==> src/rtl/uart_rx_fifo_if.sv <==
// uart_rx_fifo_if: valid/ready byte stream carrying received UART bytes.
//   m_valid  producer -> consumer  m_data holds the FIFO head
//   m_data   producer -> consumer  received byte
//   m_ready  consumer -> producer  head accepted when m_valid && m_ready
interface uart_rx_fifo_if;
    logic       m_valid;
    logic [7:0] m_data;
    logic       m_ready;

    modport master (output m_valid, output m_data, input m_ready);
    modport slave  (input m_valid, input m_data, output m_ready);
endinterface

==> src/rtl/uart_rx_fifo.sv <==
// uart_rx_fifo: 8N1 serial receiver (LSB first, idle high) feeding a byte FIFO
// that is drained over a valid/ready stream. Sticky framing/overrun status.
//   clk        single clock for all logic
//   resetn     asynchronous active-low reset
//   cfg_div    clocks per bit (values < 2 act as 2), latched at start-bit detect
//   ser_rx     serial input, asynchronous to clk
//   stream     master side of uart_rx_fifo_if (m_valid, m_data, m_ready)
//   frame_err  sticky: stop bit sampled low
//   overrun    sticky: byte completed while FIFO full and not popping
//   err_clr    one-cycle pulse clearing both sticky flags (a set in the same cycle wins)
module uart_rx_fifo #(
    parameter int FIFO_DEPTH = 4
) (
    input  logic                  clk,
    input  logic                  resetn,
    input  logic [15:0]           cfg_div,
    input  logic                  ser_rx,
    uart_rx_fifo_if.master        stream,
    output logic                  frame_err,
    output logic                  overrun,
    input  logic                  err_clr
);
    localparam int AW = $clog2(FIFO_DEPTH);

    localparam logic [1:0] ST_IDLE  = 2'd0;
    localparam logic [1:0] ST_START = 2'd1;
    localparam logic [1:0] ST_DATA  = 2'd2;
    localparam logic [1:0] ST_STOP  = 2'd3;

    // Two-flop synchronizer; everything downstream looks at rx_s only.
    logic rx_m, rx_s;

    always_ff @(posedge clk or negedge resetn) begin
        if (!resetn) begin
            rx_m <= 1'b1;
            rx_s <= 1'b1;
        end else begin
            rx_m <= ser_rx;
            rx_s <= rx_m;
        end
    end

    logic [1:0]  state;
    logic [15:0] cnt;
    logic [15:0] div_r;
    logic [15:0] half;
    logic [2:0]  bitn;
    logic [7:0]  sr;
    // Set after a framing error so a line held low (break) is not re-read
    // as a new start bit until it has gone high again.
    logic        wait_high;

    assign half = div_r >> 1;

    logic stop_hit, push_req, frame_set;
    assign stop_hit  = (state == ST_STOP) && (cnt == div_r - 16'd1);
    assign push_req  = stop_hit && rx_s;
    assign frame_set = stop_hit && !rx_s;

    always_ff @(posedge clk or negedge resetn) begin
        if (!resetn) begin
            state     <= ST_IDLE;
            cnt       <= '0;
            div_r     <= 16'd2;
            bitn      <= '0;
            sr        <= '0;
            wait_high <= 1'b0;
        end else begin
            case (state)
                ST_IDLE: begin
                    if (wait_high) begin
                        if (rx_s) wait_high <= 1'b0;
                    end else if (!rx_s) begin
                        state <= ST_START;
                        cnt   <= '0;
                        div_r <= (cfg_div < 16'd2) ? 16'd2 : cfg_div;
                    end
                end
                ST_START: begin
                    if (cnt == half - 16'd1) begin
                        cnt <= '0;
                        if (!rx_s) begin
                            state <= ST_DATA;
                            bitn  <= '0;
                        end else begin
                            state <= ST_IDLE;
                        end
                    end else begin
                        cnt <= cnt + 16'd1;
                    end
                end
                ST_DATA: begin
                    if (cnt == div_r - 16'd1) begin
                        cnt  <= '0;
                        sr   <= {rx_s, sr[7:1]};
                        bitn <= bitn + 3'd1;
                        if (bitn == 3'd7) state <= ST_STOP;
                    end else begin
                        cnt <= cnt + 16'd1;
                    end
                end
                ST_STOP: begin
                    // Leave at mid-stop so a back-to-back start edge is caught.
                    if (stop_hit) begin
                        cnt   <= '0;
                        state <= ST_IDLE;
                        if (!rx_s) wait_high <= 1'b1;
                    end else begin
                        cnt <= cnt + 16'd1;
                    end
                end
                default: state <= ST_IDLE;
            endcase
        end
    end

    // FIFO with one extra pointer bit to distinguish full from empty.
    logic [7:0]  mem [FIFO_DEPTH];
    logic [AW:0] wr_ptr, rd_ptr;
    logic        full, empty, pop, push;

    assign empty = (wr_ptr == rd_ptr);
    assign full  = (wr_ptr[AW] != rd_ptr[AW]) && (wr_ptr[AW-1:0] == rd_ptr[AW-1:0]);
    assign pop   = !empty && stream.m_ready;
    assign push  = push_req && (!full || pop);

    always_ff @(posedge clk or negedge resetn) begin
        if (!resetn) begin
            wr_ptr <= '0;
            rd_ptr <= '0;
            for (int unsigned i = 0; i < FIFO_DEPTH; i++) mem[i] <= '0;
        end else begin
            if (push) begin
                mem[wr_ptr[AW-1:0]] <= sr;
                wr_ptr <= wr_ptr + 1'b1;
            end
            if (pop) rd_ptr <= rd_ptr + 1'b1;
        end
    end

    assign stream.m_valid = !empty;
    assign stream.m_data  = mem[rd_ptr[AW-1:0]];

    always_ff @(posedge clk or negedge resetn) begin
        if (!resetn) begin
            frame_err <= 1'b0;
            overrun   <= 1'b0;
        end else begin
            if (frame_set)    frame_err <= 1'b1;
            else if (err_clr) frame_err <= 1'b0;

            if (push_req && full && !pop) overrun <= 1'b1;
            else if (err_clr)             overrun <= 1'b0;
        end
    end
endmodule

==> src/flat_wrapper.sv <==
// flat-port wrapper written by rule: the top's interface ports become plain ports
module uart_rx_fifo_flat 
#(
    parameter int FIFO_DEPTH = 4
)
  (clk, resetn, cfg_div, ser_rx, frame_err, overrun, err_clr, stream_m_valid, stream_m_data, stream_m_ready);
  uart_rx_fifo_if stream_i ();
  input  logic clk;
  input  logic resetn;
  input  logic [15:0] cfg_div;
  input  logic ser_rx;
  output logic frame_err;
  output logic overrun;
  input  logic err_clr;
  output wire logic [$bits(stream_i.m_valid)-1:0] stream_m_valid;
  output wire logic [$bits(stream_i.m_data)-1:0] stream_m_data;
  input wire logic [$bits(stream_i.m_ready)-1:0] stream_m_ready;
  assign stream_m_valid = stream_i.m_valid;
  assign stream_m_data = stream_i.m_data;
  assign stream_i.m_ready = stream_m_ready;
  uart_rx_fifo #(.FIFO_DEPTH(FIFO_DEPTH)) u_core (.clk(clk), .resetn(resetn), .cfg_div(cfg_div), .ser_rx(ser_rx), .stream(stream_i), .frame_err(frame_err), .overrun(overrun), .err_clr(err_clr));
endmodule
==> config.mk <==
export PLATFORM = sky130hd
export DESIGN_NAME = uart_rx_fifo_flat
export DESIGN_NICKNAME = d
export VERILOG_FILES = /design/src/rtl/uart_rx_fifo_if.sv /design/src/rtl/uart_rx_fifo.sv /design/src/flat_wrapper.sv
export SDC_FILE = /design/constraint.sdc
export NUM_CORES = 1
export LEC_CHECK = 0
export BUFFER_PORTS_ARGS = -buffer_cell sky130_fd_sc_hd__buf_2
export CAP_MARGIN = 40
export CORE_MARGIN = 3
export CORE_UTILIZATION = 60
export CTS_CLUSTER_SIZE = 10
export DETAILED_ROUTE_END_ITERATION = 10
export PLACE_DENSITY = 0.79
export RECOVER_POWER = 50
export SKIP_CTS_REPAIR_TIMING = 1
export SLEW_MARGIN = 20
export SYNTH_ARGS = -nofsm -noshare
export SYNTH_HDL_FRONTEND = slang
export SYNTH_SLANG_ARGS = --single-unit
export TNS_END_PERCENT = 10
==> constraint.sdc <==
create_clock -name clk -period 3.75 [get_ports clk]
set_input_delay 0.1875 -clock clk [delete_from_list [all_inputs] [get_ports clk]]
set_output_delay 0.1875 -clock clk [all_outputs]
set_load 0.1 [all_outputs]
==> impl_metrics.py, run 1 <==
metrics = {
    "yosys": {
        "ys_types": 66,
        "synth_area_leaders": "dfrtp_1, mux2_2, xnor2_1",
        "synth.top_cell.area_share_pct": 41.0,
        "synth_mux_area_share_pct": 16.7,
        "yosysTopAreaCell": "dfrtp_1",
        "synth_ff_type": "dfrtp_1",
        "synthXorXnorAreaFrac_pct": 8.60,
        "synth-edff-count": 0,
        "synth_commonest_cells": "dfrtp_1, mux2_2, nand2_1",
        "synth_cells": 478,
        "synth_seq_cells": 88,
        "ys_seq_area_share_pct": 42.5,
        "syn-num-nets": 513,
        "async_reset_ff_share_pct": 100,
        "yosysMostFrequentCell": "dfrtp_1",
        "syn_area_per_cell_um2": 10.9,
        "synth_top_family_by_area": "multiplexers",
        "synth_area_um2": 5190,
        "ys_warn_count": 0,
        "yosys.area_share.simple_pct": 15.2,
        "synth_compound_area_share_pct": 9.78,
        "synthAdderAreaFrac_pct": 3.37,
    },
    "critical_path": {
        "critPathCaptureType": "flop",
        "start_kind": "flop",
        "setup.worst_path.end": "u_core.cnt[11]$_DFFE_PN0P_",
        "worst-path-max-fanout": 16,
        "required_ns": 3.98,
        "path_class": "reg -> reg",
        "worstSetupStartpoint": "u_core.div_r[9]$_DFFE_PN0P_",
        "crit_arrival_ns": 3.76,
        "worstRegToRegCells": 8,
        "rr_startpoint": "u_core.div_r[9]$_DFFE_PN0P_",
        "reg2reg_setup_slack_ns": 0.22,
        "worstReg2RegEnd": "u_core.cnt[11]$_DFFE_PN0P_",
    },
    "pwr": {
        "cellLeakagePower_nw": 2.59,
        "irDropWorstVdd_mv": 0.422,
        "power_density_nw_per_um2": 610,
    },
    "sta": {
        "clock.fmax_ghz": 0.283,
        "slew_viol_final": 60,
        "setup_tns_ns": 0,
        "rsz0062_at_grt": "no",
        "tightest_slew_ns": 2.59,
        "hold_viol_final": 0,
        "period_needed_ns": 3.53,
        "min_period_over_period_pct": 94.1,
        "final.setup_skew_ns": 0.0134,
        "relSlewSlack_pct": -72.4,
        "setup_violations": 0,
    },
    "global_routing": {
        "overflow": 0,
        "grt_usage_pct": 25.0,
        "grt_antenna_before_repair": 0,
        "grt_pass1_wl_mm": 19.7,
        "grt_max_degree": 64,
        "grt_pass1_vias": 4028,
    },
    "die": {
        "initial_core_util_pct": 62.6,
        "design.portCount": 32,
        "core.rowCount": 33,
        "die_height_um": 99.0,
        "die-width_um": 99.0,
        "core_area_um2": 8300,
        "die_area_um2": 9810,
    },
    "detailed_routing": {
        "drt-total-wl_mm": 11.6,
        "dr_wl_met2_mm": 5.98,
        "drtAntennaViolNets": 0,
        "highest_layer": "met4",
        "dr.first_iter.drc_count": 197,
        "vias": 3824,
        "drc_errors": 0,
        "wl_met3_um": 589,
        "drt_first_pass_iters": 5,
        "vias_per_cell": 6.18,
        "drt-wirelength-per-cell_um": 18.7,
        "wl_met1_mm": 4.71,
    },
    "layout": {
        "drive_above_1_share_pct": 26.8,
        "fillCellCount": 601,
        "final_cells": 619,
        "finalNetCount": 544,
        "syn2layout_area_growth_pct": 10.3,
        "antenna_cells": 0,
    },
    "clock_network": {
        "cts_buffers": 9,
        "cts_max_level": 3,
        "clk_pin_slew_worst_paths_ns": 0.09,
        "cts_tree": "built",
        "cts.path.max_buffers": 2,
        "cts_sinks": 88,
        "clock_latency_ns": 0.36,
        "root_buffer": "clkbuf_8",
    },
    "placed_design": {
        "placed_cells_incl_taps": 599,
        "gp_congestion": 0.908,
        "portBuffers": 31,
        "dp_hpwl_mm": 8.37,
    },
    "run_status": {
        "status": "finished, violations left",
        "violations": "max-capacitance violations, max-slew violations",
    },
    "worst_hold_path": {
        "hold_path.class": "in -> reg",
    },
    "job": {
        "drv_cap": 1,
    },
}
registers in the layout, summed over array words and instances, names as in the netlist, 3 cells and up, named ones only:
name,flops
u_core.mem,32
u_core.bitn,3
u_core.cnt,16
u_core.sr,8
u_core.div_r,16
u_core.wr_ptr,3
u_core.rd_ptr,3
per-layer routing:
metal	vias to the layer above	global-route usage, %
li1	1804	-
met3	29	5.59
met1	1892	30.0
met4	0	8.40
met5	-	0
met2	99	44.4
critical path: stages, from the launching register on:
cell      delay, ns
dfrtp_1        0.51
nor3_2         0.39
nand4_1        0.29
or4_1          0.53
a2111o_1       0.46
o41ai_4        0.52
o21ai_4        0.24
nand2_1        0.31
o21ai_0        0.16
stage by stage:
| stage | worst slack, ns | cell area [um2] | util [%] | power [mW] | hold slack, ns |
|---|---|---|---|---|---|
| floorplan | 0.471 | 5190 | - | 2.44 | -0.108 |
| global route | 0.00853 | 5730 | 69.0 | 3.74 | 0.0588 |
| detailed placement | 0.180 | 5460 | 65.8 | 2.79 | 0.297 |
| global placement | 0.251 | 5450 | 65.7 | 2.73 | 0.296 |
| CTS | 0.159 | 5670 | 68.4 | 3.49 | -0.0961 |
| finish | 0.221 | 5730 | 69.0 | 3.50 | 0.0711 |
report_power, final:
| group | switching [mW] | internal, mW |
|---|---|---|
| registers | 0.288 | 1.08 |
| clock network | 0.354 | 0.335 |
| logic | 0.800 | 0.634 |
how the worst min path moves through the flow:
stage	start	endpoint	slack, ns	depth (start not counted)
2_1_floorplan	resetn	async pin	-0.11	0
3_3_place_gp	ser_rx	u_core.rx_m$_DFF_PN1_	0.30	1
3_5_place_dp	ser_rx	u_core.rx_m$_DFF_PN1_	0.30	1
4_1_cts	ser_rx	u_core.rx_m$_DFF_PN1_	-0.1	1
5_1_grt	cfg_div[8]	u_core.div_r[8]$_DFFE_PN0P_	0.06	2
6_report	cfg_div[10]	u_core.div_r[10]$_DFFE_PN0P_	0.07	3
placed cells by master, fill, tap and decap left out, drive strengths merged, types with 6 or more instances in the layout:
cell    netlist  routed
o21ai        22      22
buf          10      43
o211ai        6       6
nor4         10      10
clkbuf       19      13
nand3        29      29
nor3         13      13
nand2        34      34
mux2i         8       8
mux2         54      54
a31oi        11      11
xor2         24      24
nor2         12      12
and3          7       7
inv          18      20
nand4         8       8
dfrtp        85      85
ha           14      14
mux4          8       8
xnor2        27      27
layout make-up:
class | count | area [um2] | share of cell area (%)
Multi-Input combinational cell | 342 | 2800 | 48.8
Sequential cell | 88 | 2210 | 38.5
Timing Repair Buffer | 49 | 309 | 5.40
Clock buffer | 10 | 138 | 2.40
Tap cell | 105 | 131 | 2.29
Clock inverter | 6 | 75.1 | 1.31
Inverter | 19 | 71.3 | 1.25
cell families (layout without fill, tap and decap cells):
| family | Yosys count | count (layout) |
|---|---|---|
| and+or+nand+nor | 136 | 136 |
| DFF | 88 | 88 |
| AOI/OAI and AO/OA | 71 | 71 |
| muxes | 70 | 70 |
| xor gates and xnor gates | 51 | 51 |
| buffers and inverters | 48 | 84 |
| adders and majority gates | 14 | 14 |
Power figures use the tool's default switching activity.
==> run 2, diff against run 1 <==
- ABC_AREA: unset -> 1
==> run 2 against run 1 <==
Effect of this change:
- the flow still finishes with violations (max-capacitance violations, max-slew violations)
- flip-flop and latch count stayed put
- combinational power is 57% higher
- synthesized area is 13% higher
- die area is 12% higher
- sequential power is 5% lower
- first-iteration DRC count is 140% higher
- sequential share of layout area is 3.4 points lower
- clock-buffer cell count is 1 lower
- cell count is 59% higher
- fmax is 8.0% higher
- clock skew is 0.0030 ns higher
- via count is 43% higher
- critical endpoint is now u_core.mem[0]$_DFFE_PN0P_
- highest routed layer unchanged
==> impl_metrics.py, run 2 <==
metrics = {
    "clock_network": {
        "cts_tree": "built",
        "root_buffer": "clkbuf_8",
        "cts_buffers": 9,
        "cts_sinks": 88,
        "clock_latency_ns": 0.36,
        "cts_max_level": 3,
        "cts.path.max_buffers": 2,
        "clk_pin_slew_worst_paths_ns": 0.10,
    },
    "yosys": {
        "ys_types": 37,
        "synth_commonest_cells": "nand2_1, inv_1, nand3_1",
        "synth_area_um2": 5870,
        "syn-num-nets": 863,
        "synth.top_cell.area_share_pct": 36.3,
        "syn_area_per_cell_um2": 7.08,
        "ys_warn_count": 0,
        "yosysTopAreaCell": "dfrtp_1",
        "ys_seq_area_share_pct": 37.6,
        "async_reset_ff_share_pct": 100,
        "synth_area_leaders": "dfrtp_1, nand2_1, nand3_1",
        "yosysMostFrequentCell": "nand2_1",
        "synth_cells": 828,
        "synth_ff_type": "dfrtp_1",
        "synth-edff-count": 0,
        "synth_seq_cells": 88,
    },
    "pwr": {
        "power_density_nw_per_um2": 678,
        "irDropWorstVdd_mv": 0.485,
        "cellLeakagePower_nw": 3.11,
    },
    "detailed_routing": {
        "drc_errors": 0,
        "drt-wirelength-per-cell_um": 15.4,
        "drt_first_pass_iters": 6,
        "vias": 5462,
        "dr.first_iter.drc_count": 465,
        "drt-total-wl_mm": 15.1,
        "drtAntennaViolNets": 0,
        "vias_per_cell": 5.56,
    },
    "global_routing": {
        "grt_antenna_before_repair": 0,
        "grt_pass1_vias": 5200,
        "grt_usage_pct": 28.8,
        "grt_max_degree": 65,
        "overflow": 0,
        "grt_pass1_wl_mm": 25.8,
    },
    "placed_design": {
        "gp_congestion": 1.04,
        "portBuffers": 31,
        "dp_hpwl_mm": 11.3,
        "placed_cell_area_um2": 6050,
    },
    "critical_path": {
        "worstReg2RegEnd": "u_core.mem[0]$_DFFE_PN0P_",
        "critPathCaptureType": "flop",
        "required_ns": 4.01,
        "crit_arrival_ns": 3.52,
        "path_class": "reg -> reg",
        "worstRegToRegCells": 13,
        "reg2reg_setup_slack_ns": 0.48,
        "worst-path-max-fanout": 24,
        "start_kind": "flop",
        "rr_startpoint": "u_core.div_r[2]$_DFFE_PN0P_",
    },
    "sta": {
        "rsz0062_at_grt": "no",
        "clock.fmax_ghz": 0.306,
        "setup_violations": 0,
        "final.setup_skew_ns": 0.0164,
        "slew_viol_final": 59,
        "period_needed_ns": 3.27,
        "setup_tns_ns": 0,
        "hold_viol_final": 0,
        "tightest_slew_ns": 2.56,
        "min_period_over_period_pct": 87.1,
        "relSlewSlack_pct": -70.7,
    },
    "worst_hold_path": {
        "holdPathEnd": "u_core.div_r[9]$_DFFE_PN0P_",
        "hold_path.class": "in -> reg",
        "hold_depth": 3,
        "min_from": "cfg_div[9]",
    },
    "layout": {
        "final_common_cell": "nand2_1",
        "finalNetCount": 883,
        "syn2layout_area_growth_pct": 7.12,
        "drive_above_1_share_pct": 9.26,
        "largestRegisters": "u_core.mem: 32 flops, u_core.cnt: 16 flops, u_core.div_r: 16 flops",
        "design_area_um2": 6280,
        "antenna_cells": 0,
        "mostFrequentLayoutCells": "nand2_1, inv_1, nand3_1",
        "max_flop_register": "u_core.mem",
        "largest_reg_flops": 32,
    },
    "die": {
        "initial_core_util_pct": 62.6,
        "core.rowCount": 35,
        "design.portCount": 32,
        "core_area_um2": 9370,
        "die-width_um": 105,
        "die_area_um2": 11000,
        "die_height_um": 105,
    },
    "run_status": {
        "status": "finished, violations left",
        "violations": "max-capacitance violations, max-slew violations",
    },
    "job": {
        "drv_cap": 1,
    },
}
==> run 2: cell types whose count changed after synthesis, sizes merged, moves of 11 or more <==
cell / change
a21oi: +22
nand2: +231
o21bai: +25
o21ai: +38
nor2: +59
a31oi: -11
mux2: -54
inv: +77
nand3: +68
xnor2: -17
==> run 2: worst max path at each step <==
stage,end,startpoint,cells after the start
floorplan,stream_m_data[6],u_core.rd_ptr[0]$_DFFE_PN0P_,6
global placement,u_core.mem[17]$_DFFE_PN0P_,u_core.div_r[2]$_DFFE_PN0P_,13
detailed placement,u_core.mem[0]$_DFFE_PN0P_,u_core.div_r[2]$_DFFE_PN0P_,13
CTS,u_core.mem[19]$_DFFE_PN0P_,u_core.div_r[2]$_DFFE_PN0P_,13
global route,u_core.mem[0]$_DFFE_PN0P_,u_core.div_r[2]$_DFFE_PN0P_,13
finish,u_core.mem[0]$_DFFE_PN0P_,u_core.div_r[2]$_DFFE_PN0P_,13
==> run 2: cell type report <==
cell class,count,area [um2]
inverters,96,360
clock buffers,9,124
repair buffers,37,200
flip-flops and latches,88,2210
multi-input cells,616,3150
well taps,129,161
fillers,850,3090
clock inverters,7,83.8
==> run 2: logic make-up after synthesis <==
group / Yosys count / share of synthesized area, %
and+or+nand+nor: 456 / 34.9
buffers and inverters: 124 / 8.72
AOI/OAI and AO/OA: 115 / 11.0
DFF: 88 / 37.6
xor gates and xnor gates: 31 / 4.76
adders and majority gates: 14 / 2.99
==> run 2: power by group <==
group	switching (mW)	total, mW	leakage, nW	internal [mW]
registers	0.215	1.30	1.04	1.08
logic	1.68	2.25	1.96	0.577
clock network	0.388	0.711	0.103	0.323
total	2.28	4.26	3.11	1.98
==> run 2: routing by layer <==
layer	GRT usage, %	part of all wire [%]	vias up
li1	-	-	2681
met3	6.98	7.4	34
met5	0	0	-
met1	42.0	47	2550
met2	42.2	44	197
met4	9.28	2.1	0
==> run 2: per-stage QoR <==
stage                     hold WS (ns)  power, mW  setup WS, ns  std cells  utilization [%]
after CTS                      -0.0848       4.24         0.543        978             66.8
after detailed placement         0.294       3.53         0.555        962             64.5
after floorplan                 -0.108       3.04         0.915        828                -
after global routing            0.0184       4.58         0.119        982             67.0
after global placement           0.295       3.48         0.688        962             64.5
final                           0.0286       4.26         0.482        982             67.0
==> run 2: critical path, cell delays in order (launching register included) <==
cell and delay [ns]:
dfrtp_1 0.43, inv_1 0.11, ha_1 0.22, nand2_1 0.16
nor2_1 0.35, nand3_1 0.19, nand2_1 0.10, nand2_1 0.05
nand2_1 0.12, nand3_2 0.12, nor2_4 0.29, nand4_2 0.58
o21bai_1 0.36, nand2_1 0.08
==> run 3, diff against run 2 <==
--- a/config.mk
+++ b/config.mk
@@ -13,5 +13,5 @@
 export CTS_CLUSTER_SIZE = 10
 export DETAILED_ROUTE_END_ITERATION = 10
-export PLACE_DENSITY = 0.79
+export PLACE_DENSITY_LB_ADDON = 0.3
 export RECOVER_POWER = 50
 export SKIP_CTS_REPAIR_TIMING = 1
==> constraint.sdc (replaced) <==
create_clock -name clk -period 3.7 [get_ports clk]
set_input_delay 0.555 -clock clk [delete_from_list [all_inputs] [get_ports clk]]
set_output_delay 0.555 -clock clk [all_outputs]
set_load 0.1 [all_outputs]
==> run 3 against run 2 <==
Effect of this change:
- the run now ends clean
- critical path depth is the same
- fmax grew 0.88%
- critical path type unchanged
- sequential share of layout area grew 0.24 points
- global-route usage shrank 0.16 points
- combinational power is essentially flat
- worst setup slack lost 0.021 ns
- non-clock buffer count shrank 1
- clock-buffer cell count grew 1
- utilization shrank 0.45 points
==> impl_metrics.py, run 3 (same netlist as run 2, synthesis figures left out) <==
metrics = {
    "sta": {
        "setup_violations": 0,
        "setup_tns_ns": 0,
        "final.setup_skew_ns": 0.0117,
        "min_period_over_period_pct": 87.5,
        "tightest_slew_ns": 1.23,
        "holdWs_ns": 0.292,
        "slew_viol_final": 0,
        "period_needed_ns": 3.24,
        "hold_viol_final": 0,
        "relSlewSlack_pct": 17.7,
        "rsz0062_at_grt": "no",
        "clock.fmax_ghz": 0.309,
    },
    "clock_network": {
        "root_buffer": "clkbuf_8",
        "cts_buffers": 9,
        "cts_sinks": 88,
        "cts.path.max_buffers": 2,
        "cts_tree": "built",
        "clock_latency_ns": 0.36,
        "clk_pin_slew_worst_paths_ns": 0.10,
        "cts_max_level": 3,
    },
    "placed_design": {
        "portBuffers": 31,
        "gp_congestion": 1.09,
        "dp_hpwl_mm": 11.4,
    },
    "layout": {
        "finalNetCount": 882,
        "largestRegisters": "u_core.mem: 32 flops, u_core.cnt: 16 flops, u_core.div_r: 16 flops",
        "drive_above_1_share_pct": 9.74,
        "multiInputGateArea_um2": 3150,
        "syn2layout_area_growth_pct": 6.40,
        "mostFrequentLayoutCells": "nand2_1, inv_1, nand3_1",
        "antenna_cells": 0,
        "largest_reg_flops": 32,
        "max_flop_register": "u_core.mem",
        "register_area_um2": 2210,
        "final_common_cell": "nand2_1",
        "fillCellCount": 829,
    },
    "detailed_routing": {
        "drt-wirelength-per-cell_um": 15.3,
        "drt_first_pass_iters": 5,
        "vias": 5439,
        "drt-total-wl_mm": 15.0,
        "vias_per_cell": 5.54,
        "dr.first_iter.drc_count": 566,
        "drc_errors": 0,
        "drtAntennaViolNets": 0,
    },
    "critical_path": {
        "cp_cell_sequence": "inv_1 -> ha_1 -> nand2_1 -> nor2_1 -> nand3_1 -> nand2_1 -> nand2_1 -> nand2_1 -> nand3_2 -> nor2_4 -> nand4_2 -> o21bai_1 -> nand2_1",
        "required_ns": 3.95,
        "max_stage_delay_ns": 0.58,
        "start_kind": "flop",
        "critPathSlowestCell": "nand4_2",
        "worst-path-buf-inv": 1,
        "path_class": "reg -> reg",
        "rr_startpoint": "u_core.div_r[1]$_DFFE_PN1P_",
        "critPathCaptureType": "flop",
        "worstRegToRegCells": 13,
        "critPathTopFamily": "simple AND/OR/NAND/NOR gates",
        "worstSetupStartpoint": "u_core.div_r[1]$_DFFE_PN1P_",
        "setup.worst_path.end": "u_core.mem[16]$_DFFE_PN0P_",
        "timing.critical_path.mode_cell": "nand2_1",
        "crit_cells": 13,
        "crit_arrival_ns": 3.49,
        "worstReg2RegEnd": "u_core.mem[16]$_DFFE_PN0P_",
        "worst-path-max-fanout": 24,
        "reg2reg_setup_slack_ns": 0.46,
    },
    "global_routing": {
        "grt_usage_pct": 28.7,
        "grt_pass1_vias": 5224,
        "overflow": 0,
        "grt_pass1_wl_mm": 25.6,
        "grt_antenna_before_repair": 0,
        "grt_max_degree": 50,
    },
    "pwr": {
        "irDropWorstVdd_mv": 0.411,
        "comb_power_share_pct": 53.8,
        "switching_share_pct": 54.0,
        "clock_power_share_pct": 15.0,
        "power_density_nw_per_um2": 674,
        "power_mw": 4.21,
        "power_frac_seq_pct": 31.1,
        "cellLeakagePower_nw": 3.09,
        "power.switching_mw": 2.27,
        "p_int_mw": 1.93,
    },
    "die": {
        "die-width_um": 105,
        "design.portCount": 32,
        "die_area_um2": 11000,
        "core_area_um2": 9370,
        "initial_core_util_pct": 62.6,
        "core.rowCount": 35,
        "die_height_um": 105,
    },
    "worst_hold_path": {
        "hold_path.class": "in -> reg",
    },
    "run_status": {
        "status": "complete, no violations",
    },
    "job": {
        "drv_cap": 0,
    },
}
==> run 3: cell count changes in the layout (fill, tap and decap cells not counted), sizes merged <==
| cell | before | now |
|---|---|---|
| buf | 30 | 33 |
| clkinv | 1 | 4 |
| inv | 100 | 97 |
| dlygate4sd3 | 2 | 0 |
| bufinv | 1 | 0 |
| dlymetal6s4s | 1 | 0 |
==> run 3: metal layers <==
layer | GRT usage (%) | part of all wire, %
met5 | 0 | 0
met4 | 7.78 | 1.9
met3 | 5.87 | 8.7
met2 | 42.2 | 44
met1 | 43.0 | 46
==> run 3: final cells by class <==
cell class / instances / share of cell area [%]
flip-flops and latches: 88 / 35.3
repair buffers: 36 / 2.95
clock buffers: 10 / 2.04
multi-input cells: 616 / 50.4
clock inverters: 6 / 0.862
well taps: 129 / 2.59
inverters: 96 / 5.77
==> run 3: power by group through the flow <==
stage / Combinational (mW) / Sequential (mW) / Clock [mW]
after global placement: 2.19 / 1.32 / 0
after detailed placement: 2.23 / 1.33 / 0
after floorplan: 1.83 / 1.25 / 0
after CTS: 2.24 / 1.31 / 0.636
after global routing: 2.50 / 1.34 / 0.686
final: 2.27 / 1.31 / 0.632
==> run 3: metrics by stage <==
stage          setup WS (ns)  instance area, um2  std cells  util [%]
2_1_floorplan          0.498                5870        828         -
3_3_place_gp           0.702                6050        962      64.5
3_5_place_dp           0.546                6080        964      64.9
4_1_cts                0.520                6260        980      66.8
5_1_grt               0.0869                6240        981      66.6
6_report               0.461                6240        981      66.6
==> run 3: worst min-delay path by stage <==
stage / start / end / cells past startpoint
floorplan: resetn / async pin / 0
global placement: u_core.rx_m$_DFF_PN1_ / u_core.rx_s$_DFF_PN1_ / 0
detailed placement: u_core.rx_m$_DFF_PN1_ / u_core.rx_s$_DFF_PN1_ / 0
CTS: resetn / u_core.div_r[8]$_DFFE_PN0P_ / 1
global route: ser_rx / u_core.rx_m$_DFF_PN1_ / 1
finish: ser_rx / u_core.rx_m$_DFF_PN1_ / 1
